==> src/rtl/mat_mult_seq_if.sv <==
// Handshake and operand/result bundle for the sequential matrix multiplier.
// The master side issues start with operands; the slave side returns the result and status.
interface mat_mult_seq_if #(
    parameter int MAT_SIZE = 2,
    parameter int DAT_SIZE = 8,
    parameter int ACC_W    = 2*DAT_SIZE + $clog2(MAT_SIZE)
) ();
    logic                                 start;
    logic [MAT_SIZE*MAT_SIZE*DAT_SIZE-1:0] mat_a;
    logic [MAT_SIZE*MAT_SIZE*DAT_SIZE-1:0] mat_b;
    logic [MAT_SIZE*MAT_SIZE*ACC_W-1:0]    mat_c;
    logic                                 busy;
    logic                                 done;

    modport master (output start, mat_a, mat_b, input mat_c, busy, done);
    modport slave  (input start, mat_a, mat_b, output mat_c, busy, done);
endinterface

==> src/rtl/mat_mult_seq.sv <==
// Sequential NxN unsigned matrix multiplier: one multiply-accumulate per cycle,
// operands captured on start, result published atomically with a one-cycle done pulse.
module mat_mult_seq #(
    parameter int MAT_SIZE = 2,
    parameter int DAT_SIZE = 8,
    parameter int ACC_W    = 2*DAT_SIZE + $clog2(MAT_SIZE)
) (
    input logic           clk,
    input logic           rst_n,
    mat_mult_seq_if.slave bus
);
    localparam int NE = MAT_SIZE*MAT_SIZE;
    localparam int IW = (MAT_SIZE > 1) ? $clog2(MAT_SIZE) : 1;
    localparam int EW = (NE > 1) ? $clog2(NE) : 1;
    localparam int PW = 2*DAT_SIZE;
    localparam logic [IW-1:0] LAST = IW'(MAT_SIZE-1);
    localparam logic [EW-1:0] NSZ  = EW'(MAT_SIZE);

    typedef enum logic [1:0] {IDLE, MAC, WRITE, DONE} state_t;
    state_t state, state_nxt;

    logic [NE*DAT_SIZE-1:0] a_q, b_q;
    logic [NE*ACC_W-1:0]    res_q, c_q;
    logic [IW-1:0]          i_q, j_q, k_q;
    logic [ACC_W-1:0]       acc_q;
    logic                   done_q;
    logic                   busy;
    logic [EW-1:0]          a_idx, b_idx, w_idx;
    logic [PW-1:0]          a_ext, b_ext, prod;

    assign a_idx = EW'(i_q) * NSZ + EW'(k_q);
    assign b_idx = EW'(k_q) * NSZ + EW'(j_q);
    assign w_idx = EW'(i_q) * NSZ + EW'(j_q);
    assign a_ext = PW'(a_q[a_idx*DAT_SIZE +: DAT_SIZE]);
    assign b_ext = PW'(b_q[b_idx*DAT_SIZE +: DAT_SIZE]);
    assign prod  = a_ext * b_ext;

    assign bus.busy  = busy;
    assign bus.done  = done_q;
    assign bus.mat_c = c_q;

    always_ff @(posedge clk) begin
        if (!rst_n) state <= IDLE;
        else        state <= state_nxt;
    end

    always_comb begin
        state_nxt = state;
        busy      = 1'b0;
        case (state)
            IDLE:  if (bus.start) state_nxt = MAC;
            MAC: begin
                busy = 1'b1;
                if (k_q == LAST) state_nxt = WRITE;
            end
            WRITE: begin
                busy = 1'b1;
                if (i_q == LAST && j_q == LAST) state_nxt = DONE;
                else                            state_nxt = MAC;
            end
            DONE:    state_nxt = IDLE;
            default: state_nxt = IDLE;
        endcase
    end

    // mat_c only changes in DONE, so a run cut short by reset never leaks partial sums.
    always_ff @(posedge clk) begin
        if (!rst_n) begin
            a_q    <= '0;
            b_q    <= '0;
            res_q  <= '0;
            c_q    <= '0;
            i_q    <= '0;
            j_q    <= '0;
            k_q    <= '0;
            acc_q  <= '0;
            done_q <= 1'b0;
        end else begin
            done_q <= 1'b0;
            case (state)
                IDLE: begin
                    if (bus.start) begin
                        a_q   <= bus.mat_a;
                        b_q   <= bus.mat_b;
                        i_q   <= '0;
                        j_q   <= '0;
                        k_q   <= '0;
                        acc_q <= '0;
                    end
                end
                MAC: begin
                    acc_q <= acc_q + ACC_W'(prod);
                    if (k_q != LAST) k_q <= k_q + IW'(1);
                end
                WRITE: begin
                    res_q[w_idx*ACC_W +: ACC_W] <= acc_q;
                    acc_q <= '0;
                    k_q   <= '0;
                    if (j_q == LAST) begin
                        j_q <= '0;
                        i_q <= (i_q == LAST) ? '0 : i_q + IW'(1);
                    end else begin
                        j_q <= j_q + IW'(1);
                    end
                end
                DONE: begin
                    c_q    <= res_q;
                    done_q <= 1'b1;
                end
                default: ;
            endcase
        end
    end
endmodule
==> src/flat_wrapper.sv <==
// flat-port wrapper written by rule: the top's interface ports become plain ports
module mat_mult_seq_flat 
#(
    parameter int MAT_SIZE = 2,
    parameter int DAT_SIZE = 8,
    parameter int ACC_W    = 2*DAT_SIZE + $clog2(MAT_SIZE)
)
  (clk, rst_n, bus_start, bus_mat_a, bus_mat_b, bus_mat_c, bus_busy, bus_done);
  mat_mult_seq_if #(.MAT_SIZE(MAT_SIZE), .DAT_SIZE(DAT_SIZE), .ACC_W(ACC_W)) bus_i ();
  input logic clk;
  input logic rst_n;
  input wire logic [$bits(bus_i.start)-1:0] bus_start;
  input wire logic [$bits(bus_i.mat_a)-1:0] bus_mat_a;
  input wire logic [$bits(bus_i.mat_b)-1:0] bus_mat_b;
  output wire logic [$bits(bus_i.mat_c)-1:0] bus_mat_c;
  output wire logic [$bits(bus_i.busy)-1:0] bus_busy;
  output wire logic [$bits(bus_i.done)-1:0] bus_done;
  assign bus_i.start = bus_start;
  assign bus_i.mat_a = bus_mat_a;
  assign bus_i.mat_b = bus_mat_b;
  assign bus_mat_c = bus_i.mat_c;
  assign bus_busy = bus_i.busy;
  assign bus_done = bus_i.done;
  mat_mult_seq #(.MAT_SIZE(MAT_SIZE), .DAT_SIZE(DAT_SIZE), .ACC_W(ACC_W)) u_core (.clk(clk), .rst_n(rst_n), .bus(bus_i));
endmodule
==> config.mk <==
export PLATFORM = sky130hd
export DESIGN_NAME = mat_mult_seq_flat
export DESIGN_NICKNAME = d
export VERILOG_FILES = /design/src/rtl/mat_mult_seq_if.sv /design/src/rtl/mat_mult_seq.sv /design/src/flat_wrapper.sv
export SDC_FILE = /design/constraint.sdc
export NUM_CORES = 1
export LEC_CHECK = 0
export BUFFER_PORTS_ARGS = -buffer_cell sky130_fd_sc_hd__buf_2
export CAP_MARGIN = 20
export CORE_AREA = 10 10 148 150
export DETAILED_ROUTE_END_ITERATION = 8
export DIE_AREA = 0 0 158 160
export GPL_ROUTABILITY_DRIVEN = 0
export GPL_TIMING_DRIVEN = 0
export MAX_ROUTING_LAYER = met4
export PLACE_DENSITY = 0.78
export SLEW_MARGIN = 20
export SYNTH_ARGS = -nofsm -noshare
export SYNTH_HDL_FRONTEND = slang
export SYNTH_SLANG_ARGS = --single-unit
==> constraint.sdc <==
create_clock -name clk -period 14.2 [get_ports clk]
set_clock_uncertainty 0.15 [all_clocks]
set_input_delay 0 -clock clk [delete_from_list [all_inputs] [get_ports clk]]
set_output_delay 0 -clock clk [all_outputs]
set_load 0.05 [all_outputs]
# Word-level counts from Yosys, hierarchy flattened

Index checks and enable logic that the tools add are counted.

Output and inout bits: 70
Memory bits (writable): 0
Bits of input ports: 67
Bits in registers: 223
Logic and storage cells: 57
Memory bits (read-only): 0
Memories kept: 0
Bits in latches: 0

Add/sub/neg operators: 8
$mul: 2
Mux-type cells: 17
Reduce and logical (&&, ||, !) cells: 10
Eq/ne operators: 6
Order comparisons: 0
Shifts and indexed selects: 4
Div/mod/pow operators: 0
Bitwise operators: 0

Operator list:

| operator                                                                  | count |
|---|---|
| 68-bit bitwise mux                                                        | 1 |
| 17-bit by 34-bit variable shift with 68-bit output (first input constant) | 1 |
| 17-bit by 34-bit variable part select with 68-bit output                  | 1 |
| 32-bit by 6-bit variable part select with 8-bit output                    | 2 |
| 17-bit case mux with 3 select lines                                       | 1 |
| 7-bit negation with 34-bit output                                         | 1 |
| 17-bit by 16-bit adder with 17-bit output                                 | 1 |
| 17-bit two-way mux                                                        | 1 |
| 8-bit by 8-bit multiplier with 16-bit output                              | 1 |
| 2-bit case mux with 4 select lines                                        | 1 |
| 2-bit AND reduction                                                       | 4 |
| 2-bit by 5-bit multiplier with 7-bit output (second input constant)       | 1 |
| 1-bit two-way mux                                                         | 7 |
| 2-bit by 1-bit adder with 2-bit output                                    | 3 |
| 2-bit two-way mux                                                         | 3 |
| 2-bit equality test (second input constant)                               | 2 |
| 2-bit by 1-bit != test with 1-bit output (second input constant)          | 2 |
| 1-bit case mux with 2 select lines                                        | 2 |
| 1-bit adder (second input constant)                                       | 3 |
| 1-bit case mux with 3 select lines                                        | 1 |
| 3-bit AND reduction                                                       | 1 |
| 3-bit nonzero test                                                        | 1 |
| 2-bit by 1-bit equality test with 1-bit output (second input constant)    | 1 |
| 2-bit zero test                                                           | 1 |
| 4 further kinds                                                           | 4 |

# Logic depth before layout (Yosys ltp)

Word-level depth: 5
Depth in mapped cells: 19
Gate-level depth less buffers: 17

# Worst setup path before layout

Ideal clock, no wire load.

Path type: register -> register
Start point: register u_core.j_q
End point: register u_core.acc_q[16]
Period minus slack after synthesis: 5.471 ns
Setup slack: 8.729 ns
Path buffers: 2
Cell stages (with the launch flop): 18
Arrival: 5.200 ns
Path through: dfxtp_1 > buf_2 > buf_2 > mux4_2 > and2_1 > fa_1 > fa_1 > fa_1 > inv_1 > fa_1 > inv_1 > ha_1 > a21oi_1 > o21ai_1 > a221oi_2 > nand3_1 > a31o_1 > mux2_4

Word-level cells in the longest chain between the ends: 5

RTL lines:

| element                                                | line                | text |
|---|---|---|
| start: declaration                                     | mat_mult_seq.sv:24  | `logic [IW-1:0] i_q, j_q, k_q;` |
| start signal: assignment                               | mat_mult_seq.sv:103 | `j_q <= j_q + IW'(1);` |
| 2-bit by 1-bit adder with 2-bit output                 | mat_mult_seq.sv:32  | `assign b_idx = EW'(k_q) * NSZ + EW'(j_q);` |
| 32-bit by 6-bit variable part select with 8-bit output | mat_mult_seq.sv:35  | `assign b_ext = PW'(b_q[b_idx*DAT_SIZE +: DAT_SIZE]);` |
| 8-bit by 8-bit multiplier with 16-bit output           | mat_mult_seq.sv:36  | `assign prod = a_ext * b_ext;` |
| 17-bit by 16-bit adder with 17-bit output              | mat_mult_seq.sv:92  | `acc_q <= acc_q + ACC_W'(prod);` |
| 17-bit case mux with 3 select lines                    | mat_mult_seq.sv:80  | `case (state)` |
| end signal: assignment                                 | mat_mult_seq.sv:92  |  |
| end: declaration                                       | mat_mult_seq.sv:25  | `logic [ACC_W-1:0] acc_q;` |

Every way passes these cells.
A chain may end at the register's enable or synchronous reset.

# Final worst setup path

Same ends and word-level chain as after synthesis.

==> flow_metrics.env <==
export IMPL_tightest_slew_ns=0.731
export IMPL_layout_worst_path_cycle_share_pct=42.6
export IMPL_drc=0
export IMPL_start_kind="flop"
export IMPL_dieArea_um2=25300
export IMPL_cts_buffers_inserted=23
export IMPL_hold_depth=4
export IMPL_synth_top_cell_by_area="dfxtp_1"
export IMPL_root_buffer="clkbuf_16"
export IMPL_synthCells=1169
export IMPL_synthFlopType="dfxtp_1"
export IMPL_synth_nets=1334
export IMPL_fin_nets=1564
export IMPL_max_slew_margin_rel_pct=51.2
export IMPL_grt_pass1_wl_um=47600
export IMPL_synth_area_leaders="dfxtp_1, fa_1, nor2b_1, nand2_1, mux2i_1"
export IMPL_via_per_inst=5.36
export IMPL_grt_pass1_vias=9396
export IMPL_place_area_um2=12200
export IMPL_setup_viol=0
export IMPL_hp_class="primary input to flop"
export IMPL_die_w_um=158
export IMPL_track_usage_pct=23.6
export IMPL_cts_max_level=1
export IMPL_cts_setup_buffers=0
export IMPL_dp_cells=1543
export IMPL_dieHeight_um=160
export IMPL_whs_ns=0.128
export IMPL_yosys_register_bits=223
export IMPL_wirelength_um=29300
export IMPL_critPathRequiredTime_ns=14.44
export IMPL_antenna_found_initial=0
export IMPL_finalCriticalPeriod_ns=6.05
export IMPL_clock_fmax_mhz=165
export IMPL_antenna_cells=0
export IMPL_finalMaxSlewViolations=0
export IMPL_power_density_nw_per_um2=128
export IMPL_yosys_warnings=0
export IMPL_grt_max_degree=15
export IMPL_maxCapViolCount=0
export IMPL_synth_edf_count=0
export IMPL_clk_latency_ns=0.51
export IMPL_outcome="finished clean"
export IMPL_num_vias=8865
export IMPL_drt_iter0_drc=436
export IMPL_cts_path_max_buffers=3
export IMPL_hold_viol_final=0
export IMPL_cts_tree="yes"
export IMPL_std_cell_rows=51
export IMPL_globalRouteOverflowTotal=0
export IMPL_clk_pin_slew_ns=0.06
export IMPL_first_pass_iters=6
export IMPL_seq_area_frac_synth_pct=39.7
export IMPL_ios=137
export IMPL_tns_ns=0
export IMPL_syn_to_final_growth_pct=22.6
export IMPL_netlist_area_leader_share_pct=39.7
export IMPL_reg2reg_depth=17
export IMPL_finalInstanceArea_um2=13800
export IMPL_cp_arrival_ns=6.29
export IMPL_async_reset_ff_share_pct=0
export IMPL_io_buffer_count=136
export IMPL_leakage_nw=5.69
export IMPL_wl_per_cell_um=17.7
export IMPL_post_layout_nonfiller_instances=1654
export IMPL_fill_cells=1395
export IMPL_netlist_area_um2=11300
export IMPL_initial_core_util_pct=59.0
export IMPL_antenna_left=0
export IMPL_drive_gt1_share_pct=15.0
export IMPL_critPathKind="flop to flop"
export IMPL_avgSynthCellArea_um2=9.63
export IMPL_crit_fanout=10
export IMPL_irDropWorstVdd_mv=0.0842
export IMPL_post_route_util_pct=72.3
export IMPL_synth_cell_types=48
export IMPL_clkSinkCount=223
export IMPL_rsz0062_at_grt="no"
export IMPL_r2r_slack_ns=8.15
export IMPL_dp_hpwl_um=20700
export IMPL_end_kind="flop"
export IMPL_design_core_area_um2=19100
[per-stage QoR]
step	total power, W	setup WS [ns]
3_5_place_dp	0.00106	8.19
2_1_floorplan	0.000962	8.73
3_3_place_gp	0.00105	8.24
5_1_grt	0.00184	7.90
6_report	0.00176	8.15
4_1_cts	0.00176	8.16
[worst max-delay path: stages (launching register included)]
cell	delay [ns]
dfxtp_1	0.36
buf_2	0.27
buf_2	0.36
mux4_2	0.67
and2_1	0.21
fa_1	0.52
fa_1	0.52
fa_1	0.54
inv_1	0.05
fa_1	0.52
inv_1	0.04
ha_1	0.35
a21oi_1	0.22
o21ai_1	0.13
a221oi_2	0.35
nand3_1	0.14
a31o_1	0.24
mux2_4	0.25
[cells by family after synthesis]
logic type	after synthesis	share of synthesized area, %
simple gates	401	18.2
flops	223	39.7
compound gates	183	11.8
buf+inv	168	5.85
fa+ha+maj	98	14.2
mux	85	9.38
xor+xnor	11	0.856
[flip-flops by register name, summed over array words and instances, names as in the netlist]
name              flops
u_core.b_q           32
u_core.bus.mat_c     68
u_core.i_q            1
u_core.acc_q         17
u_core.k_q            1
u_core.res_q         68
u_core.a_q           32
u_core.bus.done       1
u_core.j_q            1
u_core.state          2
[path summary, 6_finish.rpt]
| path | start | to |
|---|---|---|
| worst max-delay path | u_core.j_q | u_core.acc_q[16] |
| worst min-delay path | bus_mat_b[11] | u_core.b_q[11] |
| worst max register to register | u_core.j_q | u_core.acc_q[16] |
| worst min register to register | u_core.a_q[16] | u_core.a_q[16] |
[placed cells by master, fill, tap and decap left out, types with 50 or more instances in the layout]
master,count
a21boi_0,72
nand2_1,186
mux2i_1,68
buf_2,149
dfxtp_1,223
inv_1,103
a22oi_1,69
dlygate4sd3_1,69
nor2b_1,140
fa_1,50
[layer usage]
| layer | part of all wire, % | vias to the layer above | global-route usage [%] | wire length [um] |
|---|---|---|---|---|
| met5 | 0 | - | - | 0 |
| met4 | 3.2 | 0 | 7.88 | 925 |
| met3 | 6.9 | 75 | 4.49 | 2020 |
| met2 | 49 | 296 | 39.9 | 14400 |
| met1 | 41 | 4180 | 27.6 | 11900 |
| li1 | - | 4314 | - | - |
[synth_stat cells, types with 8 or more instances]
library cell  count
mux2i_1          68
fa_1             50
a21boi_0         72
nand2_1         186
dfxtp_1         223
nor2_1            8
clkbuf_1         44
ha_1             48
o21ai_0          12
and2_1           40
mux4_2           16
inv_1           103
a21oi_1          12
nor2b_1         140
buf_2            13
nand3_1          12
a22oi_1          69
[final cells by class]
| type | instances | area, um2 | share of cell area (%) |
|---|---|---|---|
| Timing Repair Buffer | 205 | 1370 | 9.94 |
| Clock inverter | 10 | 204 | 1.48 |
| Sequential cell | 223 | 4460 | 32.4 |
| Multi-Input combinational cell | 778 | 6130 | 44.4 |
| Buffer | 65 | 272 | 1.97 |
| Tap cell | 238 | 298 | 2.16 |
| Inverter | 103 | 387 | 2.80 |
| Clock buffer | 32 | 669 | 4.85 |
[where the power goes]
group          switching [W]  internal, W
Combinational       0.000238     0.000146
Sequential         0.0000278     0.000663
Clock               0.000246     0.000438
[timing repair]
item,4_1_cts,5_1_grt
hold buffers,69,0
gates resized for setup,0,0
endpoints found under the hold margin,76,0
Note: power is estimated with default switching activity, not from simulation.
